`src/rtl/mem_port_arbiter_if.sv`:
```
// Bundle of the two requester handshakes and the shared memory port.
// master = requesters plus memory (the environment); slave = the arbiter.
interface mem_port_arbiter_if;
    logic        req0;
    logic        req1;
    logic [31:0] addr0;
    logic [31:0] addr1;
    logic        we0;
    logic        we1;
    logic [31:0] wdata0;
    logic [31:0] wdata1;
    logic        gnt0;
    logic        gnt1;
    logic        rvalid0;
    logic        rvalid1;
    logic        err0;
    logic        err1;
    logic [31:0] rdata0;
    logic [31:0] rdata1;
    logic        mem_en;
    logic        mem_we;
    logic [31:0] mem_addr;
    logic [31:0] mem_wdata;
    logic [31:0] mem_rdata;
    logic        mem_ready;

    modport master (
        output req0, req1, addr0, addr1, we0, we1, wdata0, wdata1,
        input  gnt0, gnt1, rvalid0, rvalid1, err0, err1, rdata0, rdata1,
        input  mem_en, mem_we, mem_addr, mem_wdata,
        output mem_rdata, mem_ready
    );

    modport slave (
        input  req0, req1, addr0, addr1, we0, we1, wdata0, wdata1,
        output gnt0, gnt1, rvalid0, rvalid1, err0, err1, rdata0, rdata1,
        output mem_en, mem_we, mem_addr, mem_wdata,
        input  mem_rdata, mem_ready
    );
endinterface

```
`src/rtl/mem_port_arbiter.sv`:
```
// Round-robin arbiter/sequencer for the shared 32-bit memory port: fetch (0)
// and load/store (1) take turns; each transaction ends on mem_ready or timeout.
module mem_port_arbiter #(
    parameter int unsigned MAX_WAIT = 15
) (
    input  logic               clk,
    input  logic               reset_n,
    mem_port_arbiter_if.slave  bus
);
    localparam int unsigned    CW      = $clog2(MAX_WAIT + 1);
    localparam logic [CW-1:0]  CNT_MAX = CW'(MAX_WAIT);
    localparam logic [CW-1:0]  CNT_ONE = CW'(1);

    typedef enum logic {
        ST_IDLE = 1'b0,
        ST_BUSY = 1'b1
    } state_e;

    state_e        state_q, state_d;
    logic          last_q, last_d;
    logic          owner_q, owner_d;
    logic [CW-1:0] cnt_q, cnt_d;
    logic [1:0]    gnt_q, gnt_d;
    logic [1:0]    rvalid_q, rvalid_d;
    logic [1:0]    err_q, err_d;
    logic [31:0]   rdata0_q, rdata0_d;
    logic [31:0]   rdata1_q, rdata1_d;
    logic          mem_en_q, mem_en_d;
    logic          mem_we_q, mem_we_d;
    logic [31:0]   mem_addr_q, mem_addr_d;
    logic [31:0]   mem_wdata_q, mem_wdata_d;
    logic          win;

    always_comb begin
        // NOTE: every signal gets a default before the case so no latch is inferred.
        state_d     = state_q;
        last_d      = last_q;
        owner_d     = owner_q;
        cnt_d       = cnt_q;
        gnt_d       = 2'b00;
        rvalid_d    = 2'b00;
        err_d       = 2'b00;
        rdata0_d    = rdata0_q;
        rdata1_d    = rdata1_q;
        mem_en_d    = mem_en_q;
        mem_we_d    = mem_we_q;
        mem_addr_d  = mem_addr_q;
        mem_wdata_d = mem_wdata_q;

        // On a tie the requester not served last wins; a lone request always wins.
        win = bus.req1 & (~bus.req0 | ~last_q);

        case (state_q)
            ST_IDLE: begin
                if (bus.req0 || bus.req1) begin
                    state_d     = ST_BUSY;
                    owner_d     = win;
                    last_d      = win;
                    cnt_d       = CNT_ONE;
                    gnt_d       = win ? 2'b10 : 2'b01;
                    mem_en_d    = 1'b1;
                    mem_we_d    = win ? bus.we1    : bus.we0;
                    mem_addr_d  = win ? bus.addr1  : bus.addr0;
                    mem_wdata_d = win ? bus.wdata1 : bus.wdata0;
                end
            end
            ST_BUSY: begin
                if (bus.mem_ready) begin
                    state_d  = ST_IDLE;
                    mem_en_d = 1'b0;
                    mem_we_d = 1'b0;
                    rvalid_d = owner_q ? 2'b10 : 2'b01;
                    if (!mem_we_q) begin
                        if (owner_q) rdata1_d = bus.mem_rdata;
                        else         rdata0_d = bus.mem_rdata;
                    end
                end else if (cnt_q == CNT_MAX) begin
                    state_d  = ST_IDLE;
                    mem_en_d = 1'b0;
                    mem_we_d = 1'b0;
                    rvalid_d = owner_q ? 2'b10 : 2'b01;
                    err_d    = owner_q ? 2'b10 : 2'b01;
                end else if (cnt_q != CNT_MAX) begin
                    cnt_d = cnt_q + CNT_ONE;
                end
            end
            default: state_d = ST_IDLE;
        endcase
    end

    // NOTE: sequential state uses non-blocking assignments only.
    always_ff @(posedge clk or negedge reset_n) begin
        if (!reset_n) begin
            state_q     <= ST_IDLE;
            last_q      <= 1'b1;
            owner_q     <= 1'b0;
            cnt_q       <= '0;
            gnt_q       <= 2'b00;
            rvalid_q    <= 2'b00;
            err_q       <= 2'b00;
            rdata0_q    <= '0;
            rdata1_q    <= '0;
            mem_en_q    <= 1'b0;
            mem_we_q    <= 1'b0;
            mem_addr_q  <= '0;
            mem_wdata_q <= '0;
        end else begin
            state_q     <= state_d;
            last_q      <= last_d;
            owner_q     <= owner_d;
            cnt_q       <= cnt_d;
            gnt_q       <= gnt_d;
            rvalid_q    <= rvalid_d;
            err_q       <= err_d;
            rdata0_q    <= rdata0_d;
            rdata1_q    <= rdata1_d;
            mem_en_q    <= mem_en_d;
            mem_we_q    <= mem_we_d;
            mem_addr_q  <= mem_addr_d;
            mem_wdata_q <= mem_wdata_d;
        end
    end

    assign bus.gnt0      = gnt_q[0];
    assign bus.gnt1      = gnt_q[1];
    assign bus.rvalid0   = rvalid_q[0];
    assign bus.rvalid1   = rvalid_q[1];
    assign bus.err0      = err_q[0];
    assign bus.err1      = err_q[1];
    assign bus.rdata0    = rdata0_q;
    assign bus.rdata1    = rdata1_q;
    assign bus.mem_en    = mem_en_q;
    assign bus.mem_we    = mem_we_q;
    assign bus.mem_addr  = mem_addr_q;
    assign bus.mem_wdata = mem_wdata_q;
endmodule

```
`src/flat_wrapper.sv`:
```
// flat-port wrapper written by rule: the top's interface ports become plain ports
module mem_port_arbiter_flat 
#(
    parameter int unsigned MAX_WAIT = 15
)
  (clk, reset_n, bus_req0, bus_req1, bus_addr0, bus_addr1, bus_we0, bus_we1, bus_wdata0, bus_wdata1, bus_gnt0, bus_gnt1, bus_rvalid0, bus_rvalid1, bus_err0, bus_err1, bus_rdata0, bus_rdata1, bus_mem_en, bus_mem_we, bus_mem_addr, bus_mem_wdata, bus_mem_rdata, bus_mem_ready);
  mem_port_arbiter_if bus_i ();
  input  logic clk;
  input  logic reset_n;
  input wire logic [$bits(bus_i.req0)-1:0] bus_req0;
  input wire logic [$bits(bus_i.req1)-1:0] bus_req1;
  input wire logic [$bits(bus_i.addr0)-1:0] bus_addr0;
  input wire logic [$bits(bus_i.addr1)-1:0] bus_addr1;
  input wire logic [$bits(bus_i.we0)-1:0] bus_we0;
  input wire logic [$bits(bus_i.we1)-1:0] bus_we1;
  input wire logic [$bits(bus_i.wdata0)-1:0] bus_wdata0;
  input wire logic [$bits(bus_i.wdata1)-1:0] bus_wdata1;
  output wire logic [$bits(bus_i.gnt0)-1:0] bus_gnt0;
  output wire logic [$bits(bus_i.gnt1)-1:0] bus_gnt1;
  output wire logic [$bits(bus_i.rvalid0)-1:0] bus_rvalid0;
  output wire logic [$bits(bus_i.rvalid1)-1:0] bus_rvalid1;
  output wire logic [$bits(bus_i.err0)-1:0] bus_err0;
  output wire logic [$bits(bus_i.err1)-1:0] bus_err1;
  output wire logic [$bits(bus_i.rdata0)-1:0] bus_rdata0;
  output wire logic [$bits(bus_i.rdata1)-1:0] bus_rdata1;
  output wire logic [$bits(bus_i.mem_en)-1:0] bus_mem_en;
  output wire logic [$bits(bus_i.mem_we)-1:0] bus_mem_we;
  output wire logic [$bits(bus_i.mem_addr)-1:0] bus_mem_addr;
  output wire logic [$bits(bus_i.mem_wdata)-1:0] bus_mem_wdata;
  input wire logic [$bits(bus_i.mem_rdata)-1:0] bus_mem_rdata;
  input wire logic [$bits(bus_i.mem_ready)-1:0] bus_mem_ready;
  assign bus_i.req0 = bus_req0;
  assign bus_i.req1 = bus_req1;
  assign bus_i.addr0 = bus_addr0;
  assign bus_i.addr1 = bus_addr1;
  assign bus_i.we0 = bus_we0;
  assign bus_i.we1 = bus_we1;
  assign bus_i.wdata0 = bus_wdata0;
  assign bus_i.wdata1 = bus_wdata1;
  assign bus_gnt0 = bus_i.gnt0;
  assign bus_gnt1 = bus_i.gnt1;
  assign bus_rvalid0 = bus_i.rvalid0;
  assign bus_rvalid1 = bus_i.rvalid1;
  assign bus_err0 = bus_i.err0;
  assign bus_err1 = bus_i.err1;
  assign bus_rdata0 = bus_i.rdata0;
  assign bus_rdata1 = bus_i.rdata1;
  assign bus_mem_en = bus_i.mem_en;
  assign bus_mem_we = bus_i.mem_we;
  assign bus_mem_addr = bus_i.mem_addr;
  assign bus_mem_wdata = bus_i.mem_wdata;
  assign bus_i.mem_rdata = bus_mem_rdata;
  assign bus_i.mem_ready = bus_mem_ready;
  mem_port_arbiter #(.MAX_WAIT(MAX_WAIT)) u_core (.clk(clk), .reset_n(reset_n), .bus(bus_i));
endmodule
```
`config.mk`:
```
export PLATFORM = sky130hd
export DESIGN_NAME = mem_port_arbiter_flat
export DESIGN_NICKNAME = d
export VERILOG_FILES = /design/src/rtl/mem_port_arbiter_if.sv /design/src/rtl/mem_port_arbiter.sv /design/src/flat_wrapper.sv
export SDC_FILE = /design/constraint.sdc
export NUM_CORES = 1
export LEC_CHECK = 0
export CAP_MARGIN = 25
export CORE_ASPECT_RATIO = 1.75
export CORE_UTILIZATION = 37
export DETAILED_ROUTE_END_ITERATION = 8
export PLACE_DENSITY = 0.84
export SLEW_MARGIN = 25
export SYNTH_ARGS = -nofsm -noshare
export SYNTH_HDL_FRONTEND = slang
export SYNTH_SLANG_ARGS = --single-unit
export TNS_END_PERCENT = 30
```
`constraint.sdc`:
```
create_clock -name clk -period 2.74 [get_ports clk]
set_input_delay 0.411 -clock clk [delete_from_list [all_inputs] [get_ports clk]]
set_output_delay 0.411 -clock clk [all_outputs]
set_load 0.05 [all_outputs]
```
* Yosys cells after proc, flatten, opt, wreduce, memory -nomap -nowiden
Index checks and enable logic that the tools add are counted.
** Operators by class
- Add/sub/neg operators :: 1
- Equal/unequal tests :: 7
- Muxes and demuxes :: 27
- Bitwise gates (word level) :: 7
- Reductions and logical operators :: 6
** Operators by type and width (count)
- 32-bit two-way mux :: 2
- 2-bit two-way mux :: 9
- 4-bit two-way mux :: 4
- 4-bit AND reduction :: 3
- 1-bit two-way mux :: 8
- 4-bit case mux with 2 select lines :: 1
- 2-bit inequality test, second input constant :: 3
- 1-bit case mux with 2 select lines :: 3
- 1-bit inverter :: 5
- 4-bit by 1-bit adder with 4-bit output, second input constant :: 1
- 4-bit equality test, second input constant :: 1
- 4-bit inequality test, second input constant :: 1
- 2-bit AND reduction :: 2
- 3-bit inequality test, second input constant :: 1
- 2-bit by 1-bit inequality test with 1-bit output, second input constant :: 1
- 1-bit AND :: 1
- 1-bit logical OR :: 1
- 1-bit bitwise OR :: 1
** Storage, ports and cells
- Flip-flop bits (word level) :: 143
- Output and inout port bits :: 136
- Logic and storage cells :: 61

* Logic depth before layout (Yosys ltp)
- Depth in word-level cells :: 6
- Depth in mapped cells :: 5
- Mapped depth without buffers :: 5

* Worst setup path before layout
No wires, ideal clock.
- Path kind :: reg2reg
- Start :: reg u_core.mem_we_q, in the netlist u_core.bus.mem_we
- End :: reg u_core.rdata1_q[10], in the netlist u_core.bus.rdata1[10]
- Library setup time :: 0.125 ns
- Data arrival time :: 1.493 ns
- Data required time :: 2.615 ns
- Path slack :: 1.122 ns
- Cell stages (with the launch flop) :: 4
- Path buffers :: 1
- Clock period less this slack :: 1.618 ns
- Path through :: dfrtp_1 -> nand4b_4 -> buf_2 -> mux2_2
** On the way
- Longest elaborated chain between the ends :: 2
** RTL lines
- from (decl) :: line mem_port_arbiter.sv:29 : logic mem_we_q, mem_we_d;
- from (signal assigned) :: line mem_port_arbiter.sv:118 : mem_we_q <= mem_we_d;
- 1-bit inverter (no line)
- 4-bit AND reduction (no line)
- to (signal assigned) :: line mem_port_arbiter.sv:116 : rdata1_q <= rdata1_d;
- to (decl) :: line mem_port_arbiter.sv:27 : logic [31:0] rdata1_q, rdata1_d;
No other way between the ends.
A chain may end at the register's enable or synchronous reset.

* Final worst setup path
- Start :: reg u_core.mem_we_q, in the netlist u_core.bus.mem_we
- End :: out bus_mem_we
** RTL lines
- to (decl) :: line flat_wrapper.sv:27 : output wire logic [$bits(bus_i.mem_we)-1:0] bus_mem_we;
No word-level cell between the ends.

==> results.md <==
- Status: finished, final reports clean
- Pre-antenna DRT Iters: 6
- Clock sink total: 143
- Die X: 97.5 um
- Global-route met2 utilization: 37.0%
- Root Driver: clkbuf_16
- Final GP Congestion: 0.890
- Slew @ Worst Pin: approximately 0.64 ns
- Slew headroom: 57.2%
- Primary FF master, synth: dfrtp_1
- Max-cap viol count: 0
- Core Box Area: ~15000 um2
- Final setup margin: 0.633 ns
- GR Util met1: 21.9%
- Total power: 13100 uW
- Worst-Skew Late Latency: 0.42 ns
- Final nets: 889
- Post-Syn Area: 5900 um2
- Achievable frequency: 475 MHz
- Starting DRT DRC Count: 158
- Worst Hold Launch: u_core.bus.rdata0[9]
- Worst IR drop on VDD: 0.688 mV
- Syn_nets: 588
- Share of layout cells above drive strength 1: 13.9%
- Critical path's top delay family: buffers and inverters
- CP Cell Sequence: clkdlybuf4s50_1
- Sequential area share after synthesis: 60.6%
- Min Tclk post-route: 2.11 ns
- Number of distinct library cells after synthesis: 40
- Most frequent cell after synthesis: dfrtp_1
- Reg-to-reg startpoint: u_core.state_q
- Die height: 169 um
- Ys async rst share: 100%
- H-Tree Depth: 4
- Final setup fails: 0
- Flops & latches, synth: 143
- Crit start category: flop
- Gr busiest metal: met2
- Post-route ant nets: 0
- Vias post-DR: 4739
- CTS tree: yes
- CTS Buf Count: 17
- R2r setup slk: 0.86 ns
- Largest area contributor in the netlist: dfrtp_1
- Top post-synthesis cells by area: dfrtp_1 60%, mux2_2 9.9%, a221o_1 8.8%, and2_0 5.2%, mux2i_1 2.5%
- GRT Util Overall: 20.8%
- Area grow syn2layout: 64.4%
- Final Non-Filler Cells: 920
- Global Route met3 Usage: 5.82%
- Starting Density: a little under two fifths
- Clk buf depth: 2
- Dpl hpwl: 12600 um
- DRC viols: 0
- Fin util: 62.8%
- Ant. Diodes: 0
- Wirelength per Cell: roughly 18 um
- LEAKAGE: 0.00405 uW
- RSZ-0062 raised after global routing: false
- Hold Violations, Final: 0
- Vias in the first global route: 5258
- Synthesis Warnings: 0
- Post-synth EDFFs: 0
- First-pass GRT wire length: 26700 um
- Global route overflow: 0
- Tcrit/Tclk final: 76.9%
- Min-Delay Path Class: flop to flop
- Port Buffers: around 300
- Share of the synthesized area in the top cell type: about three fifths
- Req. time, crit path: 2.33 ns
- CTS clk-pin slew, worst paths: around 0.06 ns
- Slowest CP cell: clkdlybuf4s50_1
- Crit path largest cell delay: 0.85 ns
- Post-Route WL: 16900 um
- Initial antenna violation count: 0
- Final Slew Violations: 0
- Power per cell area: between 1000 and 1500 nW/um2
- Skew final: 0.0127 ns
- Synth Instances: 420
- I/O pin cnt: 303
- Place WS: 0.461 ns
- Critical path fanouts, max: 4
- Setup crit end kind: primary output
- Critical path arrival: 1.70 ns
- Die ar.: 16500 um2
- DR vias/cell: between 5 and 6
- DP Cell Count: 887
- Avg Inst Size Synth: 14.1 um2
- Crit path from: u_core.bus.mem_we
- Filler instances: 1165
- Pin count of the biggest net entering global routing: 78
- Cell Rows: 60
- Crit Path Category: flop to primary output
- Setup TNS: 0 ns
- Top post-synthesis cells by count: 142 x dfrtp_1, 52 x a221o_1, 52 x mux2_2
- Post-CTS Setup Repair Bufs: 0
- Buf+Inv Stages, Crit Path: 1
-- registers in the layout, indices dropped and copies added (netlist names) --
register / count
u_core.cnt_q: 4
u_core.last_q: 1
u_core.bus.rdata1: 32
u_core.gnt_q: 2
u_core.err_q: 2
u_core.bus.mem_wdata: 32
u_core.bus.mem_en: 1
u_core.owner_q: 1
u_core.bus.mem_addr: 32
u_core.bus.mem_we: 1
u_core.rvalid_q: 2
u_core.state_q: 1
u_core.bus.rdata0: 32
-- final cells by class --
class / instances / area (um2) / area share [%]
inverter: 5 / 18.8 / 0.193
clock inverter: 13 / 175 / 1.80
multi-input combinational: 245 / 2130 / 21.9
clock buffer: 19 / 443 / 4.56
sequential: 143 / 3580 / 36.9
timing repair buffer: 309 / 3130 / 32.2
tap: 186 / 233 / 2.40
-- routing by layer --
metal	share of wire [%]	vias to the layer above
met5	0	-
met4	4.2	0
met3	6.8	50
met2	54	244
met1	35	2307
li1	-	2138
-- path summary, 6_finish.rpt --
path                       cells after the start               endpoint
max reg2reg                                    2   u_core.bus.rdata1[5]
max                                            1             bus_mem_we
min in group asynchronous                      2  u_core.bus.rdata0[30]
min reg2reg                                    1   u_core.bus.rdata0[9]
max in group asynchronous                      3  u_core.bus.rdata1[21]
min                                            1   u_core.bus.rdata0[9]
-- per-stage QoR --
step	cell area (um2)	hold slack, ns
after floorplan	5900	0.115
after global placement	9080	0.424
after detailed placement	9080	0.437
after CTS	9710	0.487
after global routing	9710	0.511
final	9710	0.482
-- cells by family after synthesis --
kind of cell	count (synthesis)	synth area share (%)
compound gates	79	12.0
fa+ha+maj	1	0.212
buf+inv	32	3.56
flops	143	60.6
mux	79	14.7
simple gates	86	8.82
-- repair_timing --
item / in CTS / in global routing
resized for setup: 0 / 0
hold endpoints to repair: 14 / 0
endpoints found under the setup margin: 0 / 0
hold buffers: 1 / 0
-- power breakdown --
group / switching, uW / internal [uW]
clock network: 938 / 1480
registers: 582 / 3060
logic: 4450 / 2590
-- cells in the final DEF, fill, tap and decap left out, types with 2 or more instances in the layout --
| cell type | n |
|---|---|
| clkdlybuf4s50_1 | 301 |
| dfrtp_1 | 142 |
| a221o_1 | 52 |
| mux2_2 | 52 |
| and2_0 | 49 |
| clkbuf_16 | 17 |
| nand2_1 | 16 |
| mux2i_1 | 15 |
| mux2_1 | 12 |
| o21ai_1 | 9 |
| o21ai_0 | 7 |
| inv_6 | 6 |
| nor2_1 | 5 |
| buf_12 | 4 |
| nand3_1 | 3 |
| inv_1 | 3 |
| bufinv_16 | 3 |
| inv_2 | 2 |
| nor3_1 | 2 |
| and2_1 | 2 |
| buf_4 | 2 |
No activity file was read; power rests on OpenSTA's default activity.
